File: src/rtl/if_stage_pkg.sv
// Shared CPU definitions for the fetch stage: the NOP encoding, the PC step and
// the fetch FSM state type.
package if_stage_pkg;

    localparam logic [31:0] NOP_INSTR = 32'h0000_0000;
    localparam logic [31:0] PC_STEP   = 32'd4;

    typedef enum logic {
        BOOT = 1'b0,
        RUN  = 1'b1
    } fetch_state_t;

endpackage

File: src/rtl/if_stage_sat_counter.sv
// Saturating up-counter: counts up on inc and then holds at all-ones.
module sat_counter #(
    parameter int W = 16
) (
    input  logic         clk,
    input  logic         reset,
    input  logic         inc,
    output logic [W-1:0] count
);

    logic [W-1:0] count_reg;

    always_ff @(posedge clk or negedge reset) begin
        if (!reset) begin
            count_reg <= '0;
        end else if (inc && !(&count_reg)) begin
            count_reg <= count_reg + W'(1);
        end
    end

    assign count = count_reg;

endmodule

File: src/rtl/if_stage.sv
// Instruction fetch stage: PC register, IF/ID pipeline register, and fetch/stall
// performance counters. A single BOOT cycle after reset release, then RUN.
module if_stage
    import if_stage_pkg::*;
#(
    parameter logic [31:0] RESET_PC = 32'h0000_0000,
    parameter int          CNT_W    = 16
) (
    input  logic             clk,
    input  logic             reset,
    input  logic             le_pc,
    input  logic             le_ifid,
    input  logic             br_taken,
    input  logic [31:0]      br_target,
    output logic [7:0]       rom_addr,
    input  logic [31:0]      rom_instr,
    output logic [31:0]      pc_out,
    output logic [31:0]      ifid_instr,
    output logic [31:0]      ifid_pc4,
    output logic             ifid_valid,
    output logic [CNT_W-1:0] fetch_count,
    output logic [CNT_W-1:0] stall_count
);

    fetch_state_t state_reg;
    logic [31:0]  pc_reg;
    logic [31:0]  ifid_instr_reg;
    logic [31:0]  ifid_pc4_reg;
    logic         ifid_valid_reg;
    logic [31:0]  pc_plus4;
    logic         run;

    assign pc_plus4 = pc_reg + PC_STEP;
    assign run      = (state_reg == RUN);

    always_ff @(posedge clk or negedge reset) begin
        if (!reset) begin
            state_reg      <= BOOT;
            pc_reg         <= RESET_PC;
            ifid_instr_reg <= NOP_INSTR;
            ifid_pc4_reg   <= 32'h0;
            ifid_valid_reg <= 1'b0;
        end else begin
            case (state_reg)
                BOOT: state_reg <= RUN;
                RUN: begin
                    // A taken branch flushes IF/ID and wins over any hazard stall.
                    if (br_taken) begin
                        pc_reg         <= br_target;
                        ifid_instr_reg <= NOP_INSTR;
                        ifid_pc4_reg   <= 32'h0;
                        ifid_valid_reg <= 1'b0;
                    end else begin
                        if (le_pc) begin
                            pc_reg <= pc_plus4;
                        end
                        if (le_ifid) begin
                            ifid_instr_reg <= rom_instr;
                            ifid_pc4_reg   <= pc_plus4;
                            ifid_valid_reg <= 1'b1;
                        end
                    end
                end
                default: state_reg <= BOOT;
            endcase
        end
    end

    // Counter 0 tracks IF/ID loads, counter 1 tracks PC stall cycles.
    logic [1:0]       cnt_inc;
    logic [CNT_W-1:0] cnt_val [2];

    assign cnt_inc[0] = run && !br_taken && le_ifid;
    assign cnt_inc[1] = run && !br_taken && !le_pc;

    generate
        for (genvar gi = 0; gi < 2; gi++) begin : g_cnt
            sat_counter #(
                .W(CNT_W)
            ) u_cnt (
                .clk   (clk),
                .reset (reset),
                .inc   (cnt_inc[gi]),
                .count (cnt_val[gi])
            );
        end
    endgenerate

    assign rom_addr    = pc_reg[7:0];
    assign pc_out      = pc_reg;
    assign ifid_instr  = ifid_instr_reg;
    assign ifid_pc4    = ifid_pc4_reg;
    assign ifid_valid  = ifid_valid_reg;
    assign fetch_count = cnt_val[0];
    assign stall_count = cnt_val[1];

endmodule

File: config.mk
export PLATFORM = sky130hd
export DESIGN_NAME = if_stage
export DESIGN_NICKNAME = d
export VERILOG_FILES = /design/src/rtl/if_stage_pkg.sv /design/src/rtl/if_stage_sat_counter.sv /design/src/rtl/if_stage.sv
export SDC_FILE = /design/constraint.sdc
export NUM_CORES = 1
export LEC_CHECK = 0
export BUFFER_PORTS_ARGS = -buffer_cell sky130_fd_sc_hd__buf_2
export CAP_MARGIN = 20
export CORE_UTILIZATION = 41
export DETAILED_ROUTE_END_ITERATION = 16
export PLACE_DENSITY = 0.66
export SETUP_SLACK_MARGIN = 0.2
export SLEW_MARGIN = 10
export SYNTH_ARGS = -nofsm -noshare
export SYNTH_HDL_FRONTEND = slang
export SYNTH_SLANG_ARGS = --single-unit
export TNS_END_PERCENT = 30
File: constraint.sdc
create_clock -name clk -period 2.3 [get_ports clk]
set_input_delay 0.345 -clock clk [delete_from_list [all_inputs] [get_ports clk]]
set_output_delay 0.345 -clock clk [all_outputs]
set_load 0.005 [all_outputs]
==> impl_metrics.csv, run 1 <==
group,metric,value,unit
place,io_buffers,205,
floorplan,ios,206,
drt,num_vias,6279,
grt,grt_max_degree,57,
place,place_ws,0.1476,ns
job,drv_cap,0,
timing,fmax,0.4936,GHz
worst_setup_path,critical_path_class,"register to register",
cts,clockBufferDepth,2,
final_layout,drive_gt1_share,32.89,%
worst_setup_path,path_buf_inv,0,
drt,drc,0,
grt,antenna_found_initial,0,
yosys,synth_area_per_cell,9.705,sq um
grt,overflow,0,
worst_setup_path,worst_ep_required_time,2.58,ns
final_layout,design_area,8577,sq um
yosys,ys_async_sr_fraction,100.0,%
yosys,yosysUniqueCellTypes,59,
grt,grt_pass1_vias,5874,
drt,dr.pass1.iters,4,
final_layout,diodes,0,
drt,ant_nets,0,
power_and_ir_drop,irDropWorstVdd,0.0005392,V
power_and_ir_drop,p_leak,4.142,nW
drt,wl_per_cell,17.42,microns
floorplan,row_count,46,
timing,fin_ws,0.2743,ns
drt,drt_iter0_drc,542,
floorplan,dieArea,16660,sq um
worst_setup_path,r2r_setup_slack,0.27,ns
final_layout,final-seq-area,3254,sq um
drt,drt-total-wl,19390,microns
worst_setup_path,crit_family,"simple AND/OR/NAND/NOR gates",
cts,clk-insertion-delay-late,0.42,ns
worst_setup_path,critical_path.startpoint_type,"register",
timing,final_max_slew_viol_count,0,
yosys,yosys_warnings,0,
cts,root_buffer,"clkbuf_16",
yosys,syn_nets,754,
final_layout,nNetsFinal,957,
cts,htreeDepth,4,
timing,fin_skew,0.006647,ns
floorplan,fp.coreArea,15830,sq um
timing,setup_viol,0,
floorplan,die_w,129.1,microns
worst_hold_path,hp-class,"input port to register",
place,hpwl,13630,microns
timing,maxSlewHeadroom,53.98,%
timing,worstMarginPinSlew,0.6877,ns
timing,finalCriticalPeriod,2.026,ns
grt,grt_pass1_wl,30830,microns
worst_setup_path,crit_chain,"ha_2 > nand4_1 > or4_4 > o311ai_0 > nand3_1",
cts,post_cts_buffers,0,
timing,rsz0062_at_grt,"true",
yosys,ys_ff_latch,130,
drt,detail_route.vias_per_cell,5.642,
worst_setup_path,cp.arrival,2.31,ns
timing,finalHoldViolations,0,
place,globalplace.congestion,0.8416,
cts,clkSlewWorstSetupHoldPaths,0.06,ns
yosys,synth_area,6619,sq um
floorplan,die_y,129.1,microns
yosys,synthCells,682,
yosys,synth_ff_type,"dfrtp_1",
place,placed_area,7991,sq um
worst_setup_path,end_kind,"register",
yosys,synth-edff-count,0,
worst_setup_path,critPathMaxFanout,6,
status,status,"finished, final reports clean",
worst_setup_path,cpMaxStageDelayCell,"or4_4",
cts,cts_tree,"done",
timing,finalCritPeriodShare,88.08,%
power_and_ir_drop,power_density,793.8,nW/um^2
cts,numCtsBuffers,17,
final_layout,syn_to_final_growth,29.58,%
cts,clock-sinks,130,
final_layout,multi_input_area,3070,sq um
worst_setup_path,max_stage_delay,0.60,ns
timing,whs,0.1420,ns
grt,grtUsageTotal,23.78,%
final_layout,fill_cells,1489,
floorplan,start_util,41.82,%
timing,final.setup.tns,0,ns
yosys,ys_seq_area_share,49.15,%
==> timing repair <==
action / 4_1_cts / 5_1_grt
setup endpoints to repair: 2 / 12
cloned: 0 / 0
gates resized for setup: 2 / 3
endpoints found under the hold margin: 52 / 0
hold buffers: 1 / 0
==> synthesized netlist by cell type, types with 4 or more instances <==
library cell,n,share of area (%)
dfrtp_1,130,49
nand3_1,50,3.8
nand2_1,47,2.7
clkbuf_1,40,2.3
a22o_1,35,4.6
nor2_1,33,1.9
o21ai_0,30,2.3
a21oi_1,27,2.0
nand4_1,27,2.6
nor3_1,27,2.0
xor2_1,26,3.4
and3_1,22,2.1
o211ai_1,15,1.7
inv_1,11,0.62
nor4_1,11,1.0
o311ai_0,11,1.5
xnor2_1,11,1.5
a31oi_1,10,0.95
or3_1,10,0.95
buf_2,9,0.68
or4_1,9,1.0
buf_4,8,0.91
and4_1,7,0.93
o21a_1,7,0.79
a32oi_1,6,0.79
buf_1,5,0.28
mux2_2,5,0.85
a211oi_1,4,0.45
a221o_1,4,0.60
a22oi_1,4,0.45
o22a_1,4,0.53
==> logic make-up (layout without fill, tap and decap cells) <==
group / count (synthesis) / after routing / synth area share (%)
and+or+nand+nor: 259 / 259 / 21.12
AOI/OAI and AO/OA: 171 / 171 / 18.32
DFF: 130 / 130 / 49.15
buffers and inverters: 75 / 290 / 4.896
xor gates and xnor gates: 37 / 37 / 4.896
muxes: 6 / 6 / 1.002
adders and majority gates: 3 / 3 / 0.5672
other: 1 / 1 / 0.05666
==> worst register-to-register path, cell delays in order (launching register included) <==
cell      delay (ns)
dfrtp_2         0.41
ha_2            0.26
nand4_1         0.16
or4_4           0.60
o311ai_0        0.35
nand3_1         0.12
==> layout by cell type (no fill, tap or decap), drive strengths merged, types with 7 or more instances in the layout <==
cell and instances:
o311ai 11, a22o 35, clkbuf 20, xor2 26, nand3 51, or4 9
o21a 7, nor2 33, and3 22, dfrtp 130, nor4 12, o211ai 15
xnor2 11, o21ai 32, inv 15, and4 7, nand4 28, a31oi 10
a21oi 27, nor3 27, buf 246, or3 10, nand2 47
==> per-stage QoR <==
stage               utilization (%)  power, mW  std cells
floorplan                         -      3.579        682
global placement              50.49      4.232       1081
detailed placement            50.49      4.250       1081
CTS                           54.14      6.848       1113
global route                  54.19      7.139       1113
finish                        54.19      6.808       1113
==> layout make-up <==
cell class,count,area share [%]
clock buffer,20,5.325
clock inverter,11,1.225
inverter,12,0.5252
multi-input combinational,477,35.80
sequential,130,37.94
tap,216,3.151
timing repair buffer,247,16.03
==> layer usage <==
layer  GRT usage, %  vias up  part of all wire (%)
li1               -     2965                     -
met1          33.88     3049                    47
met2          35.61      235                    45
met3          4.955       30                   5.7
met4          8.997        0                   2.1
met5              0        -                     0
==> where the power goes <==
| part | switching, mW | internal, mW |
|---|---|---|
| Sequential | 0.375 | 2.58 |
| Combinational | 0.657 | 0.612 |
| Clock | 1.04 | 1.54 |
| Total | 2.07 | 4.74 |
==> worst paths after layout <==
kind                               from        endpoint  cells past startpoint
setup / recovery              pc_out[3]      pc_out[30]                      5
hold / removal             rom_instr[8]   ifid_instr[8]                      2
setup reg to reg              pc_out[3]      pc_out[30]                      5
hold reg to reg            ifid_pc4[12]    ifid_pc4[12]                      2
max in group asynchronous         reset      pc_out[18]                      3
min in group asynchronous         reset  ifid_instr[14]                      2
No activity file was read; power rests on OpenSTA's default activity.
==> inputs of run 2 (changes only) <==
Settings changed: CORE_MARGIN from default to 5.
==> run 2 against run 1 <==
  * Critical path depth did not move
  * Sequential share of layout area fell by 0.057 points
  * Setup slack improved by 0.013 ns
  * First-iteration DRC count rose by 0.18%
  * Final cell count fell by 0.27%
  * Clock-buffer cell count fell by 2
  * Core utilization fell by 0.094 points
  * Via count rose by 0.75%
  * Combinational power barely moved
  * Clock power rose by 8.1%
  * Total power rose by 2.9%
  * Global-route usage fell by 1.9 points
==> impl_metrics.csv, run 2 (same netlist as run 1, synthesis figures left out) <==
group,metric,value,unit
power_and_ir_drop,irDropWorstVdd,0.0004922,V
job,drv_cap,0,
worst_setup_path,reg2reg_from,"pc_out[3]",
grt,antenna_found_initial,0,
timing,worstMarginPinSlew,0.8545,ns
worst_hold_path,min_from,"rom_instr[8]",
cts,clock-sinks,130,
floorplan,dieArea,18780,sq um
floorplan,die_y,137.1,microns
worst_setup_path,r2r-end,"pc_out[28]",
grt,overflow,0,
place,io_buffers,205,
worst_hold_path,hold_depth,2,
worst_setup_path,critical_path.startpoint_type,"register",
grt,grt_pass1_wl,32420,microns
final_layout,drive_gt1_share,32.89,%
timing,finalHoldViolations,0,
floorplan,die_w,137.1,microns
timing,finalCriticalPeriod,2.012,ns
worst_hold_path,hp-class,"input port to register",
final_layout,layout_commonest_cell,"buf_2",
drt,drt_iter0_drc,543,
cts,cts_tree,"done",
grt,grt_max_degree,60,
timing,final.setup.tns,0,ns
worst_setup_path,r2r_setup_slack,0.29,ns
worst_setup_path,worst_ep_required_time,2.59,ns
drt,drt-total-wl,20330,microns
grt,grtUsageTotal,21.84,%
drt,num_vias,6326,
timing,rsz0062_at_grt,"true",
floorplan,fp.coreArea,15890,sq um
drt,ant_nets,0,
final_layout,syn_to_final_growth,29.83,%
power_and_ir_drop,power_density,815.3,nW/um^2
cts,clkSlewWorstSetupHoldPaths,0.06,ns
drt,wl_per_cell,18.32,microns
timing,final_max_slew_viol_count,0,
timing,fmax,0.4970,GHz
timing,maxSlewHeadroom,42.81,%
drt,detail_route.vias_per_cell,5.699,
worst_setup_path,reg2regPathDepth,5,
place,place_ws,0.1625,ns
drt,drc,0,
cts,clockBufferDepth,2,
power_and_ir_drop,p_leak,4.159,nW
worst_setup_path,critPathMaxFanout,6,
timing,finalCritPeriodShare,87.49,%
final_layout,final_cell_mix,"buf_2, dfrtp_1, nand3_1",
cts,htreeDepth,4,
worst_hold_path,holdPathEnd,"ifid_instr[8]",
final_layout,diodes,0,
floorplan,ios,206,
drt,dr.pass1.iters,5,
worst_setup_path,cp.arrival,2.30,ns
cts,numCtsBuffers,17,
grt,grt_pass1_vias,6018,
timing,setup_viol,0,
worst_setup_path,end_kind,"register",
final_layout,nNetsFinal,953,
cts,post_cts_buffers,0,
worst_setup_path,critical_path_class,"register to register",
cts,clk-insertion-delay-late,0.42,ns
floorplan,row_count,46,
place,globalplace.congestion,0.8655,
place,hpwl,14500,microns
cts,root_buffer,"clkbuf_16",
timing,fin_skew,0.01044,ns
floorplan,start_util,41.67,%
status,status,"finished, final reports clean",
timing,fin_ws,0.2878,ns
-- run 2: changes by cell type in the layout (fill, tap and decap cells not counted), moves of 2 or more --
cell	change
buf_4	-4
clkinv_4	+4
clkinvlp_4	-4
clkinv_2	-2
inv_6	+2
inv_8	+2
-- run 2: power breakdown --
group	internal [mW]	switching (mW)	leakage (nW)	total (mW)
Clock	1.66	1.12	0.300	2.79
Combinational	0.605	0.665	2.21	1.27
Sequential	2.58	0.370	1.65	2.95
-- run 2: final cells by class --
type / instances / area, sq um
Fill cell: 1521 / 7292
Sequential cell: 130 / 3256
Multi-Input combinational cell: 477 / 3068
Timing Repair Buffer: 243 / 1345
Clock buffer: 18 / 439.2
Tap cell: 216 / 270.3
Clock inverter: 14 / 170.2
Inverter: 12 / 45.04
-- run 2: critical path: stages, from the launching register on --
cell      delay, ns
dfrtp_2        0.41
ha_2           0.25
nand4_1        0.16
or4_4          0.59
o311ai_0       0.35
nand3_1        0.12
-- run 2: worst max path at each step --
stage / from / endpoint / slack, ns / depth (start not counted)
finish: pc_out[3] / pc_out[28] / 0.29 / 5
global route: pc_out[12] / pc_out[24] / 0.15 / 5
CTS: pc_out[5] / pc_out[29] / 0.19 / 4
detailed placement: pc_out[3] / pc_out[28] / 0.16 / 5
global placement: pc_out[3] / pc_out[28] / 0.22 / 5
floorplan: pc_out[2] / ifid_pc4[24] / 0.22 / 5
-- run 2: timing repair --
action                                  in CTS  in global routing
hold buffers                                 1                  0
hold endpoints to repair                    55                  0
endpoints found under the setup margin       3                 11
gates resized for setup                      2                  3
-- run 2: per-layer routing --
metal	up-vias	global-route usage (%)	share of wire, %
met5	-	0	0
met4	0	7.982	2.1
met3	29	5.294	7.1
met2	263	32.21	46
met1	3066	31.19	45
li1	2968	-	-
-- run 2: metrics by stage --
step                cells  utilization [%]  instance area (sq um)  hold slack [ns]  power (mW)
floorplan             682                -                   6619          0.04941       3.579
global placement     1077            50.12                   7961           0.3607       4.241
detailed placement   1077            50.12                   7961           0.3601       4.258
CTS                  1110            54.06                   8587           0.1163       7.076
global route         1110            54.10                   8593           0.1177       7.361
finish               1110            54.10                   8593           0.1357       7.006
==> inputs of run 3 (changes only) <==
Settings changed: CORE_ASPECT_RATIO from default to 1.25, RECOVER_POWER from default to 25.
==> run 3 against run 2 <==
  * Flip-flop and latch count unchanged
  * Final area increased by 0.51%
  * Global-route usage down 0.54 points
  * Sequential power barely moved
  * Combinational power barely moved
  * Critical path depth fell by 1
  * Clock-buffer cell count up 3
==> impl_metrics.csv, run 3 (same netlist as run 1, synthesis figures left out) <==
group,metric,value,unit
drt,ant_nets,0,
power_and_ir_drop,irDropWorstVdd,0.0004600,V
drt,dr.pass1.iters,5,
final_layout,instances_no_fill,1106,
floorplan,die_w,123.6,microns
final_layout,fill_cells,1495,
timing,finalCriticalPeriod,2.014,ns
cts,clk-insertion-delay-late,0.41,ns
worst_setup_path,crit_top_cell,"or4_1",
place,globalplace.congestion,0.8121,
grt,antenna_found_initial,1,
final_layout,final_cell_mix,"buf_2, dfrtp_1, nand3_1",
grt,overflow,0,
cts,clock-sinks,130,
floorplan,ios,206,
cts,root_buffer,"clkbuf_16",
worst_setup_path,max_stage_delay,0.66,ns
drt,wl_per_cell,17.94,microns
place,place_inst,1074,
timing,worstMarginPinSlew,1.323,ns
cts,post_cts_buffers,0,
final_layout,design_area,8637,sq um
timing,maxSlewHeadroom,11.83,%
final_layout,nNetsFinal,950,
power_and_ir_drop,p_leak,4.166,nW
floorplan,dieArea,18800,sq um
final_layout,layout_commonest_cell,"buf_2",
place,placed_area,7989,sq um
cts,htreeDepth,4,
floorplan,row_count,52,
cts,clockBufferDepth,2,
worst_setup_path,path_buf_inv,0,
cts,cts_tree,"done",
worst_setup_path,crit_chain,"nand4_1 > or4_1 > or4_1 > nand3_1",
cts,numCtsBuffers,17,
worst_setup_path,r2r-end,"ifid_pc4[26]",
floorplan,fp.coreArea,16010,sq um
grt,grt_pass1_vias,6285,
power_and_ir_drop,power_density,823.1,nW/um^2
status,status,"finished, final reports clean",
worst_hold_path,hold_depth,2,
drt,detail_route.vias_per_cell,5.612,
timing,finalHoldViolations,0,
timing,rsz0062_at_grt,"true",
timing,fmax,0.4964,GHz
worst_setup_path,critical_path_class,"register to register",
final_layout,diodes,0,
worst_hold_path,min_from,"rom_instr[2]",
worst_setup_path,worst_ep_required_time,2.65,ns
drt,drc,0,
worst_setup_path,reg2reg_from,"pc_out[13]",
worst_hold_path,hp-class,"input port to register",
drt,drt_iter0_drc,402,
timing,final.setup.tns,0,ns
power_and_ir_drop,total_power,7.110,mW
final_layout,drive_gt1_share,32.81,%
timing,fin_skew,0.01022,ns
worst_hold_path,holdPathEnd,"ifid_instr[2]",
job,drv_cap,0,
place,hpwl,14000,microns
timing,final_max_slew_viol_count,0,
worst_setup_path,r2r_setup_slack,0.29,ns
grt,grt_pass1_wl,32370,microns
worst_setup_path,reg2regPathDepth,4,
drt,drt-total-wl,19840,microns
worst_setup_path,cpMaxStageDelayCell,"or4_1",
worst_setup_path,cp.arrival,2.36,ns
floorplan,die_y,152.1,microns
grt,grtUsageTotal,21.30,%
worst_setup_path,critical_path.startpoint_type,"register",
grt,grt_max_degree,54,
place,io_buffers,205,
drt,num_vias,6207,
timing,finalCritPeriodShare,87.58,%
final_layout,syn_to_final_growth,30.49,%
floorplan,start_util,41.35,%
worst_setup_path,end_kind,"register",
cts,clkSlewWorstSetupHoldPaths,0.06,ns
worst_setup_path,critPathMaxFanout,8,
worst_setup_path,crit_start,"pc_out[13]",
worst_setup_path,crit_family,"simple AND/OR/NAND/NOR gates",
timing,setup_viol,0,
==> run 3: report_power, final <==
part | internal [mW] | leakage (nW) | switching (mW)
sequential | 2.58 | 1.65 | 0.379
combinational | 0.611 | 2.21 | 0.658
clock | 1.89 | 0.309 | 0.989
==> run 3: final cells by class <==
class	instances	area [sq um]	share of cell area, %
Clock buffer	21	470.5	5.447
Clock inverter	10	156.4	1.811
Inverter	12	45.04	0.5215
Multi-Input combinational cell	477	3070	35.55
Sequential cell	130	3258	37.72
Tap cell	216	270.3	3.129
Timing Repair Buffer	240	1366	15.82
==> run 3: worst max-delay path by stage <==
| stage | depth (start not counted) | to | slack, ns |
|---|---|---|---|
| 2_1_floorplan | 5 | ifid_pc4[24] | 0.22 |
| 3_3_place_gp | 5 | pc_out[28] | 0.24 |
| 3_5_place_dp | 5 | pc_out[28] | 0.19 |
| 4_1_cts | 4 | pc_out[29] | 0.21 |
| 5_1_grt | 4 | ifid_pc4[26] | 0.16 |
| 6_report | 4 | ifid_pc4[26] | 0.29 |
==> run 3: worst reg2reg max path, delay by kind of cell, from the launching register on <==
kind | cells | cell delay, ns
flops | 1 | 0.49
simple gates | 4 | 1.45
==> run 3: what timing repair did <==
item | 4_1_cts | 5_1_grt
endpoints found under the setup margin | 2 | 13
endpoints found under the hold margin | 47 | 0
pin swaps | 0 | 0
hold buffers | 1 | 0
gates resized for setup | 1 | 8
==> run 3: through the flow <==
step	worst slack (ns)	utilization, %	hold slack, ns
3_3_place_gp	0.2441	49.91	0.3289
3_5_place_dp	0.1880	49.91	0.3302
6_report	0.2856	53.96	0.1514
2_1_floorplan	0.2171	-	0.04941
4_1_cts	0.2149	53.91	0.1279
5_1_grt	0.1638	53.96	0.1387
==> run 3: routing by layer <==
| layer | GRT usage, % | share of wire (%) |
|---|---|---|
| met1 | 28.04 | 43 |
| met2 | 33.80 | 48 |
| met5 | 0 | 0.055 |
| met4 | 7.282 | 1.7 |
| met3 | 5.615 | 7.3 |
